[config.mk]
export PLATFORM = sky130hd
export DESIGN_NAME = calc_operand_bank_flat
export DESIGN_NICKNAME = d
export VERILOG_FILES = /design/src/rtl/calc_pkg.sv /design/src/rtl/calc_operand_bank_if.sv /design/src/rtl/calc_history.sv /design/src/rtl/calc_operand_bank.sv /design/src/flat_wrapper.sv
export SDC_FILE = /design/constraint.sdc
export NUM_CORES = 1
export LEC_CHECK = 0
export BUFFER_PORTS_ARGS = -buffer_cell sky130_fd_sc_hd__buf_2
export CORE_MARGIN = 3
export CORE_UTILIZATION = 50
export CTS_CLUSTER_SIZE = 28
export DETAILED_ROUTE_END_ITERATION = 8
export PLACE_DENSITY = 0.66
export SYNTH_ARGS = -nofsm -noshare
export SYNTH_HDL_FRONTEND = slang
export SYNTH_SLANG_ARGS = --single-unit
export TNS_END_PERCENT = 10
[constraint.sdc]
create_clock -name clk_i -period 4.86 [get_ports clk_i]
set_clock_uncertainty 0.1 [all_clocks]
set_input_delay 0.729 -clock clk_i [delete_from_list [all_inputs] [get_ports clk_i]]
set_output_delay 0.729 -clock clk_i [all_outputs]
set_load 0.01 [all_outputs]
[src/rtl/calc_pkg.sv]
// Shared types and helpers for the hex calculator operand bank.
// Operand values pass through the helpers at a fixed maximum width and are truncated by callers.
package calc_pkg;

    localparam int unsigned DigitsDefault = 4;
    localparam int unsigned HistDefault   = 4;
    localparam int unsigned MaxDigits     = 16;
    localparam int unsigned MaxW          = 4 * MaxDigits + 1;

    typedef logic [MaxW-1:0] wide_t;

    typedef enum logic [1:0] {
        StEnter1,
        StEnter2,
        StResult
    } calc_state_e;

    typedef enum logic [2:0] {
        ActNone,
        ActCe,
        ActEq,
        ActNewop,
        ActRecall,
        ActBs,
        ActHex
    } calc_act_e;

    // Operand width: DIGITS hex digits plus the ALU carry/sign bit on top.
    function automatic int unsigned calc_w(input int unsigned digits);
        return 4 * digits + 1;
    endfunction

    function automatic wide_t digit_mask(input int unsigned digits);
        return (wide_t'(1) << (4 * digits)) - wide_t'(1);
    endfunction

    // Shift a new least-significant digit in; the top digit and the carry bit fall off.
    function automatic wide_t shift_in(input wide_t val, input logic [3:0] hex,
                                       input int unsigned digits);
        return ((val << 4) | wide_t'(hex)) & digit_mask(digits);
    endfunction

    // Drop the least-significant digit; the carry bit is cleared.
    function automatic wide_t shift_out(input wide_t val, input int unsigned digits);
        return (val & digit_mask(digits)) >> 4;
    endfunction

endpackage

[src/rtl/calc_operand_bank_if.sv]
// Keypad/ALU-facing bus of the operand bank: strobes and ALU result in, operands and status out.
interface calc_operand_bank_if #(
    parameter int unsigned Digits = calc_pkg::DigitsDefault,
    parameter int unsigned Hist   = calc_pkg::HistDefault
);
    import calc_pkg::*;

    localparam int unsigned W    = calc_w(Digits);
    localparam int unsigned IdxW = $clog2(Hist);
    localparam int unsigned NdW  = $clog2(Digits + 1);
    localparam int unsigned CntW = $clog2(Hist + 1);

    logic            newhex;
    logic [3:0]      hexcode;
    logic            newop;
    logic            eq;
    logic            bs;
    logic            ce;
    logic            recall;
    logic [IdxW-1:0] hist_idx;
    logic [W-1:0]    answer;

    logic [W-1:0]    v1curr;
    logic [W-1:0]    v2curr;
    logic            entry_sel;
    logic [NdW-1:0]  ndigits;
    logic            full;
    logic [CntW-1:0] hist_count;

    modport master (
        output newhex, hexcode, newop, eq, bs, ce, recall, hist_idx, answer,
        input  v1curr, v2curr, entry_sel, ndigits, full, hist_count
    );

    modport slave (
        input  newhex, hexcode, newop, eq, bs, ce, recall, hist_idx, answer,
        output v1curr, v2curr, entry_sel, ndigits, full, hist_count
    );

endinterface

[src/rtl/calc_history.sv]
// Circular result history: one push port, combinational read by age (0 = newest).
module calc_history #(
    parameter int unsigned Width = 17,
    parameter int unsigned Depth = 4
) (
    input  logic                       clk_i,
    input  logic                       rst_ni,
    input  logic                       push_i,
    input  logic [Width-1:0]           push_data_i,
    input  logic [$clog2(Depth)-1:0]   rd_idx_i,
    output logic [Width-1:0]           rd_data_o,
    output logic [$clog2(Depth+1)-1:0] count_o
);

    localparam int unsigned IdxW = $clog2(Depth);
    localparam int unsigned CntW = $clog2(Depth + 1);

    logic [Width-1:0] mem_q [Depth];
    logic [IdxW-1:0]  wr_ptr_q;
    logic [CntW-1:0]  count_q;
    logic [IdxW-1:0]  rd_ptr;

    // Depth is a power of two, so pointer arithmetic wraps naturally.
    assign rd_ptr    = wr_ptr_q - IdxW'(1) - rd_idx_i;
    assign rd_data_o = mem_q[rd_ptr];
    assign count_o   = count_q;

    always_ff @(posedge clk_i or negedge rst_ni) begin
        if (!rst_ni) begin
            for (int unsigned i = 0; i < Depth; i++) begin
                mem_q[i] <= '0;
            end
            wr_ptr_q <= '0;
            count_q  <= '0;
        end else if (push_i) begin
            mem_q[wr_ptr_q] <= push_data_i;
            wr_ptr_q        <= wr_ptr_q + IdxW'(1);
            if (count_q != CntW'(Depth)) begin
                count_q <= count_q + CntW'(1);
            end
        end
    end

endmodule

[src/rtl/calc_operand_bank.sv]
// Operand register bank for the hex calculator: entry FSM, operand registers and strobe priority.
// Only one strobe acts per cycle; the winner is chosen before the state is considered.
module calc_operand_bank
    import calc_pkg::*;
#(
    parameter int unsigned Digits = DigitsDefault,
    parameter int unsigned Hist   = HistDefault
) (
    input logic                clk_i,
    input logic                rst_ni,
    calc_operand_bank_if.slave bus_io
);

    localparam int unsigned W    = calc_w(Digits);
    localparam int unsigned NdW  = $clog2(Digits + 1);
    localparam int unsigned CntW = $clog2(Hist + 1);

    calc_state_e     state_q;
    logic [W-1:0]    v1_q;
    logic [W-1:0]    v2_q;
    logic [NdW-1:0]  nd_q;

    calc_act_e       act;
    logic            push;
    logic            recall_ok;
    logic            full;
    logic [W-1:0]    active;
    logic [W-1:0]    active_in;
    logic [W-1:0]    active_out;
    logic [W-1:0]    hist_rd;
    logic [CntW-1:0] hist_cnt;

    always_comb begin
        act = ActNone;
        if (bus_io.ce)          act = ActCe;
        else if (bus_io.eq)     act = ActEq;
        else if (bus_io.newop)  act = ActNewop;
        else if (bus_io.recall) act = ActRecall;
        else if (bus_io.bs)     act = ActBs;
        else if (bus_io.newhex) act = ActHex;
    end

    assign push       = (act == ActEq) && (state_q == StEnter2);
    assign recall_ok  = CntW'(bus_io.hist_idx) < hist_cnt;
    assign full       = (nd_q == NdW'(Digits));
    assign active     = (state_q == StEnter2) ? v2_q : v1_q;
    assign active_in  = W'(shift_in(wide_t'(active), bus_io.hexcode, Digits));
    assign active_out = W'(shift_out(wide_t'(active), Digits));

    calc_history #(
        .Width (W),
        .Depth (Hist)
    ) u_hist (
        .clk_i       (clk_i),
        .rst_ni      (rst_ni),
        .push_i      (push),
        .push_data_i (bus_io.answer),
        .rd_idx_i    (bus_io.hist_idx),
        .rd_data_o   (hist_rd),
        .count_o     (hist_cnt)
    );

    always_ff @(posedge clk_i or negedge rst_ni) begin
        if (!rst_ni) begin
            state_q <= StEnter1;
            v1_q    <= '0;
            v2_q    <= '0;
            nd_q    <= '0;
        end else begin
            unique case (act)
                ActCe: begin
                    nd_q <= '0;
                    if (state_q == StEnter2) begin
                        v2_q <= '0;
                    end else begin
                        v1_q    <= '0;
                        state_q <= StEnter1;
                    end
                end
                ActEq: begin
                    if (state_q == StEnter2) begin
                        v1_q    <= bus_io.answer;
                        v2_q    <= '0;
                        nd_q    <= '0;
                        state_q <= StResult;
                    end
                end
                ActNewop: begin
                    v2_q    <= '0;
                    nd_q    <= '0;
                    state_q <= StEnter2;
                end
                ActRecall: begin
                    if (recall_ok) begin
                        nd_q <= NdW'(Digits);
                        if (state_q == StEnter2) begin
                            v2_q <= hist_rd;
                        end else begin
                            v1_q    <= hist_rd;
                            state_q <= StEnter1;
                        end
                    end
                end
                ActBs: begin
                    if (state_q != StResult) begin
                        if (state_q == StEnter2) v2_q <= active_out;
                        else                     v1_q <= active_out;
                        if (nd_q != '0) nd_q <= nd_q - NdW'(1);
                    end
                end
                ActHex: begin
                    if (state_q == StResult) begin
                        v1_q    <= W'(bus_io.hexcode);
                        nd_q    <= NdW'(1);
                        state_q <= StEnter1;
                    end else if (!full) begin
                        if (state_q == StEnter2) v2_q <= active_in;
                        else                     v1_q <= active_in;
                        nd_q <= nd_q + NdW'(1);
                    end
                end
                default: ;
            endcase
        end
    end

    assign bus_io.v1curr     = v1_q;
    assign bus_io.v2curr     = v2_q;
    assign bus_io.entry_sel  = (state_q == StEnter2);
    assign bus_io.ndigits    = nd_q;
    assign bus_io.full       = full;
    assign bus_io.hist_count = hist_cnt;

endmodule

[src/flat_wrapper.sv]
// flat-port wrapper written by rule: the top's interface ports become plain ports
module calc_operand_bank_flat import calc_pkg::*;
#(
    parameter int unsigned Digits = DigitsDefault,
    parameter int unsigned Hist   = HistDefault
)
  (clk_i, rst_ni, bus_io_newhex, bus_io_hexcode, bus_io_newop, bus_io_eq, bus_io_bs, bus_io_ce, bus_io_recall, bus_io_hist_idx, bus_io_answer, bus_io_v1curr, bus_io_v2curr, bus_io_entry_sel, bus_io_ndigits, bus_io_full, bus_io_hist_count);
  calc_operand_bank_if #(.Digits(Digits), .Hist(Hist)) bus_io_i ();
  input logic clk_i;
  input logic rst_ni;
  input wire logic [$bits(bus_io_i.newhex)-1:0] bus_io_newhex;
  input wire logic [$bits(bus_io_i.hexcode)-1:0] bus_io_hexcode;
  input wire logic [$bits(bus_io_i.newop)-1:0] bus_io_newop;
  input wire logic [$bits(bus_io_i.eq)-1:0] bus_io_eq;
  input wire logic [$bits(bus_io_i.bs)-1:0] bus_io_bs;
  input wire logic [$bits(bus_io_i.ce)-1:0] bus_io_ce;
  input wire logic [$bits(bus_io_i.recall)-1:0] bus_io_recall;
  input wire logic [$bits(bus_io_i.hist_idx)-1:0] bus_io_hist_idx;
  input wire logic [$bits(bus_io_i.answer)-1:0] bus_io_answer;
  output wire logic [$bits(bus_io_i.v1curr)-1:0] bus_io_v1curr;
  output wire logic [$bits(bus_io_i.v2curr)-1:0] bus_io_v2curr;
  output wire logic [$bits(bus_io_i.entry_sel)-1:0] bus_io_entry_sel;
  output wire logic [$bits(bus_io_i.ndigits)-1:0] bus_io_ndigits;
  output wire logic [$bits(bus_io_i.full)-1:0] bus_io_full;
  output wire logic [$bits(bus_io_i.hist_count)-1:0] bus_io_hist_count;
  assign bus_io_i.newhex = bus_io_newhex;
  assign bus_io_i.hexcode = bus_io_hexcode;
  assign bus_io_i.newop = bus_io_newop;
  assign bus_io_i.eq = bus_io_eq;
  assign bus_io_i.bs = bus_io_bs;
  assign bus_io_i.ce = bus_io_ce;
  assign bus_io_i.recall = bus_io_recall;
  assign bus_io_i.hist_idx = bus_io_hist_idx;
  assign bus_io_i.answer = bus_io_answer;
  assign bus_io_v1curr = bus_io_i.v1curr;
  assign bus_io_v2curr = bus_io_i.v2curr;
  assign bus_io_entry_sel = bus_io_i.entry_sel;
  assign bus_io_ndigits = bus_io_i.ndigits;
  assign bus_io_full = bus_io_i.full;
  assign bus_io_hist_count = bus_io_i.hist_count;
  calc_operand_bank #(.Digits(Digits), .Hist(Hist)) u_core (.clk_i(clk_i), .rst_ni(rst_ni), .bus_io(bus_io_i));
endmodule
## Word level (Yosys, flattened, before mapping)

Cells that the tools add are included.

- Add/sub/neg operators: 6
- $mul: 0
- Divide/modulo/power cells: 0
- $lt $le $gt $ge: 4
- Equality and inequality tests: 27
- Shifts and indexed selects: 0
- Mux-type cells: 44
- Bitwise gates (word level): 3
- Reduce and logical (&&, ||, !) cells: 14

Operators with widths:

| operator | count |
|---|---|
| 17-bit two-way mux | 20 |
| 17-bit case mux with 5 select lines | 2 |
| 68-bit bitwise mux | 1 |
| 3-bit two-way mux | 12 |
| 17-bit binary-select mux with 2-bit select | 1 |
| 17-bit demux with 2-bit select | 1 |
| 2-bit inequality test, second input constant | 10 |
| 5-bit nonzero test | 4 |
| 9-bit AND reduction | 2 |
| 16-bit two-way mux | 1 |
| 16-bit by 4-bit OR with 16-bit output | 1 |
| 3-bit case mux with 5 select lines | 1 |
| 3-bit equality test, second input constant | 4 |
| 2-bit by 1-bit inequality test with 1-bit output, second input constant | 5 |
| 2-bit case mux with 5 select lines | 1 |
| 2-bit two-way mux | 4 |
| 3-bit by 1-bit adder with 3-bit output, second input constant | 2 |
| 3-bit by 2-bit equality test with 1-bit output, second input constant | 2 |
| 3-bit >= comparator, second input constant | 2 |
| 3-bit by 2-bit inequality test with 1-bit output, second input constant | 2 |
| 2-bit inverter with 3-bit output | 2 |
| 6-bit AND reduction | 1 |
| 4-bit AND reduction | 1 |
| 2-bit OR reduction | 2 |
| other kinds (13) | 14 |

- Register bits after elaboration: 112
- Bits in latches: 0
- Memory bits (writable): 0
- Memory bits (read-only): 0
- Input bits: 31
- Output and inout port bits: 42
- Logic and storage cells: 108
- Memories kept: 0

## Longest topological paths before layout

- Depth in word-level cells: 10
- Mapped depth: 13
- Mapped depth without buffers: 11

## Modules after synthesis

From an unflattened synthesis, not the netlist that was laid out.

- Cells, all modules: 464
- Area total of the unflattened synthesis: 6,002.0 um^2

Modules (own cells, without submodules):

| module | instances | cells each | area each (um^2) | seq. area each (um^2) |
|---|---|---|---|---|
| calc_history | 1 | 192 | 3,303.2 | 1,826.8 |
| calc_operand_bank | 1 | 272 | 2,698.8 | 975.9 |

## Worst setup path before layout

No wires, ideal clock.

- Path kind: input port to flip-flop
- From: in bus_io_recall
- To: reg u_core.v1_q[12], in the netlist u_core.bus_io.v1curr[12]
- Setup time: 0.125 ns
- Arrival time: 2.845 ns
- Required time: 4.635 ns
- Setup slack: 1.790 ns
- Cell stages on the path: 12
- Path buffers: 1
- Path through: inv_1 -> a21oi_1 -> nor2_1 -> or2_2 -> inv_1 -> ha_1 -> clkbuf_1 -> inv_1 -> nor4_4 -> a21boi_4 -> nand3_4 -> mux2_4

- Cells in the longest elaborated chain, start to end: 7
- Elaborated cells between the ends (all ways): 20
- Classes of those cells: eq/ne: 13; mux: 5; reduce/logical: 2

RTL lines:

| what | RTL line | RTL |
|---|---|---|
| start: declaration | flat_wrapper.sv:17 | `input wire logic [$bits(bus_io_i.recall)-1:0] bus_io_recall;` |
| 3-bit two-way mux * | calc_operand_bank.sv:38 | `else if (bus_io.recall) act = ActRecall;` |
| 3-bit two-way mux * | calc_operand_bank.sv:37 | `else if (bus_io.newop) act = ActNewop;` |
| 3-bit two-way mux * | calc_operand_bank.sv:36 | `else if (bus_io.eq) act = ActEq;` |
| 3-bit two-way mux * | calc_operand_bank.sv:35 | `if (bus_io.ce) act = ActCe;` |
| 3-bit equality test (tied with other cells) | calc_operand_bank.sv:70 | `unique case (act)` |
| 3-bit by 2-bit inequality test with 1-bit output (no line) (tied with other cells) | - |  |
| 9-bit AND reduction (no line) | - |  |
| end signal: assignment | calc_operand_bank.sv:82 | `v1_q <= bus_io.answer;` |
| end signal: assignment | calc_operand_bank.sv:99 | `v1_q <= hist_rd;` |
| end signal: assignment | calc_operand_bank.sv:107 | `else v1_q <= active_out;` |
| end: declaration | calc_operand_bank.sv:19 | `logic [W-1:0] v1_q;` |

Every way passes the cells marked *; elsewhere a longest branch is shown, timed or not.
A chain may end at the register's enable or synchronous reset.

## Worst setup path in the final report

- From: in bus_io_recall
- To: reg u_core.v2_q[14], in the netlist u_core.bus_io.v2curr[14]

- Cells in the longest elaborated chain, start to end: 8
- Elaborated cells between the ends (all ways): 22
- Classes of those cells: eq/ne: 14; mux: 5; reduce/logical: 3

RTL lines:

| what | RTL line | RTL |
|---|---|---|
| 3-bit two-way mux * | calc_operand_bank.sv:38 |  |
| 3-bit two-way mux * | calc_operand_bank.sv:37 |  |
| 3-bit two-way mux * | calc_operand_bank.sv:36 |  |
| 3-bit two-way mux * | calc_operand_bank.sv:35 |  |
| 3-bit by 1-bit equality test with 1-bit output or 3-bit by 2-bit equality test with 1-bit output (tied branches) | calc_operand_bank.sv:70 |  |
| 2-bit OR reduction (no line) | - |  |
| 5-bit nonzero test (no line) or 2-bit by 1-bit inequality test with 1-bit output (tied branches) | - |  |
| 9-bit AND reduction (no line) | - |  |
| end signal: assignment | calc_operand_bank.sv:97 | `v2_q <= hist_rd;` |
| end signal: assignment | calc_operand_bank.sv:106 | `if (state_q == StEnter2) v2_q <= active_out;` |
| end signal: assignment | calc_operand_bank.sv:117 | `if (state_q == StEnter2) v2_q <= active_in;` |
| end: declaration | calc_operand_bank.sv:20 | `logic [W-1:0] v2_q;` |

Marks and branches as above.

==> flow_summary.yaml <==
clocking:
  holdBufCountCts: 0
  cts_tree: "yes"
  postCtsSetupRepairBufs: 0
  path_clk_slew_ps: 70
  insertion_delay_ps: 350
  cts_max_level: 3
  cts_sinks: 112
  root_buffer: "clkbuf_16"
  ctsResizeCount: 0
  cts_buffers: 9
  clockBufferDepth: 2
placement:
  placedCellCount: 679
  gp_congestion: 0.926
  post-place-ws_ps: 940
  portBuffers: 72
  hpwl_mm: 11.0
finish:
  nets: 594
  fillers: 1001
  finish.utilization_pct: 58.0
  syn_to_final_growth_pct: 11.3
  drive_gt1_share_pct: 33.2
  instances_no_fill: 695
  antenna_cells: 0
setup_path:
  end_kind: "flip-flop"
  cp_max_fo: 18
  rrSetupSlack_ps: 2160
  start_kind: "input port"
  rr_startpoint: "u_core.u_hist.wr_ptr_q[0]"
  critPathLaunch: "bus_io_recall"
  arrival_ps: 3830
  cp.required_ps: 5050
  crit_type: "input port to flip-flop"
power_and_ir_drop:
  leakagePower_nw: 3.20
  sw_frac_of_total_pct: 33.2
  comb_power_share_pct: 36.1
  powerDensity_nw_per_um2: 488
  pwr-share-clk_pct: 21.3
  p_sw_w: 0.00109
  peakVddDrop_mv: 0.251
  p_int_w: 0.00219
  seq_power_share_pct: 42.6
yosys:
  netlist_area_sq_um: 6050
  synthesis.nets: 531
  seq_area_frac_synth_pct: 46.3
  synth_top_area_share_pct: 46.3
  netlist_instances: 484
  ys.flop_type: "dfrtp_1"
  ys.warnings.count: 0
  synthTopCellsByArea: "dfrtp_1 46%, mux2_2 12%, mux2i_1 5.8%, o2bb2ai_1 4.2%, ha_1 3.3%"
  synth-seq-cells: 112
  synth_edf_count: 0
  synth_area_per_cell_sq_um: 12.5
  async_reset_ff_share_pct: 100
  yosys.cell_types.count: 64
  synth_top_cell_by_area: "dfrtp_1"
timing:
  worstMarginPinSlew_ps: 1040
  rsz0062_at_grt: "false"
  setup_ws_ps: 1220
  fmax_mhz: 275
  hold_viol: 0
  period_share_pct: 74.8
  period_minus_slack_ps: 3640
  relSlewSlack_pct: 30.4
  finalSetupViolCount: 0
  fin_setup_tns_ps: 0
  whs_ps: 391
  slew_violations: 0
drt:
  met1_length_mm: 7.15
  routed_wirelength_mm: 15.7
  met2_length_mm: 7.25
  viasPerCell: 6.32
  dr_wl_met3_um: 984
  antenna_left: 0
  vias: 4390
  top_layer_used: "met4"
  drt_pass1_iterations: 6
  routedWlPerCell_um: 22.6
  drtIter0Drc: 376
  drc: 0
grt:
  grt_pass1_wl_mm: 24.6
  antenna_found_initial: 0
  grt_max_degree: 83
  overflow: 0
  track_usage_pct: 24.2
  grt_pass1_vias: 4360
status:
  status: "completed"
floorplan:
  core-area_sq_um: 11600
  num_rows: 39
  die_w_um: 116
  die_h_um: 116
  die_area_sq_um: 13500
  io_pins: 73
  initial_core_util_pct: 52.1
worst_hold_path:
  holdCritStartpoint: "u_core.u_hist.mem_q[45]"
  hp-class: "flip-flop to flip-flop"
run:
  drv_cap: 0
## power groups by stage
stage,combinational [W],sequential (W),clock [W]
finish,0.00118,0.00140,0.000699
global route,0.00128,0.00144,0.000749
CTS,0.00120,0.00140,0.000716
detailed placement,0.00119,0.00142,0
global placement,0.00117,0.00139,0
floorplan,0.000907,0.00138,0
## layer usage
| metal | vias to the layer above | track usage (%) |
|---|---|---|
| met3 | 20 | 4.86 |
| met2 | 173 | 37.1 |
| met1 | 2220 | 35.1 |
| li1 | 1977 | - |
| met4 | 0 | 7.27 |
| met5 | - | 0 |
## cells in the mapped netlist (3+ instances only)
master and instances:
a2111oi_0 4, a21oi_1 16, a221o_1 4, a221oi_1 6, a222oi_1 8, a2bb2oi_1 5
buf_2 8, buf_4 3, buf_6 5, clkbuf_1 6, dfrtp_1 112, ha_1 16
inv_1 13, mux2_1 12, mux2_2 62, mux2_4 4, mux2i_1 35, mux4_2 8
nand2_1 24, nand2_4 4, nand2b_1 3, nand3_1 3, nor2_1 22, nor2b_1 4
nor3_1 13, o21ai_0 6, o22ai_1 5, o2bb2ai_1 29
## layout by cell type (no fill, tap or decap), drive strengths merged, types with 3 or more instances in the layout
cell type / count
a222oi: 8
clkbuf: 14
mux4: 8
ha: 16
a21oi: 16
nor2b: 4
a221o: 4
mux2i: 35
o2bb2ai: 29
a2bb2oi: 5
nand2b: 3
a2111oi: 4
buf: 75
a221oi: 6
o21ai: 7
inv: 14
mux2: 78
nand3: 4
nand2: 28
nor3: 15
nand4: 3
o22ai: 5
dfrtp: 112
nor2: 24
## cell type report
| cell class | instances | area [sq um] | area share [%] |
|---|---|---|---|
| Tap cell | 143 | 179 | 2.66 |
| Timing Repair Buffer | 75 | 385 | 5.72 |
| Clock inverter | 2 | 13.8 | 0.204 |
| Clock buffer | 14 | 264 | 3.92 |
| Inverter | 14 | 52.6 | 0.781 |
| Sequential cell | 112 | 2800 | 41.6 |
| Multi-Input combinational cell | 335 | 3040 | 45.1 |
## path summary, 6_finish.rpt
check	cells after the start	end
max	12	u_core.bus_io.v2curr[14]
min	1	u_core.u_hist.mem_q[45]
max reg2reg	5	u_core.bus_io.v1curr[11]
min reg2reg	1	u_core.u_hist.mem_q[45]
max in group asynchronous	2	u_core.u_hist.mem_q[9]
min in group asynchronous	1	u_core.u_hist.wr_ptr_q[0]
## registers in the layout, summed over array words and instances, names as in the netlist
register,cells
u_core.u_hist.mem_q,68
u_core.state_q,2
u_core.u_hist.count_o,3
u_core.bus_io.v2curr,17
u_core.u_hist.wr_ptr_q,2
u_core.bus_io.ndigits,3
u_core.bus_io.v1curr,17
## critical path, stage by stage
cell,delay (ps)
buf_2,150
inv_1,50
a21oi_1,120
nor2_1,50
or2_2,310
inv_1,120
ha_1,620
nor2_1,120
a221oi_1,330
nand3b_1,580
nor2_1,440
a221o_1,200
## through the flow
stage	area [sq um]	total power, W
after floorplan	6050	0.00228
after global placement	6450	0.00256
after detailed placement	6450	0.00261
after CTS	6730	0.00331
after global routing	6730	0.00347
final	6730	0.00328
## logic make-up after synthesis
logic type / synth area share [%]
DFF: 46.3
adders and majority gates: 3.31
buffers and inverters: 3.46
muxes: 23.5
xor gates and xnor gates: 0.683
and+or+nand+nor: 8.94
AOI/OAI and AO/OA: 13.7
(Power assumes the default switching activity.)
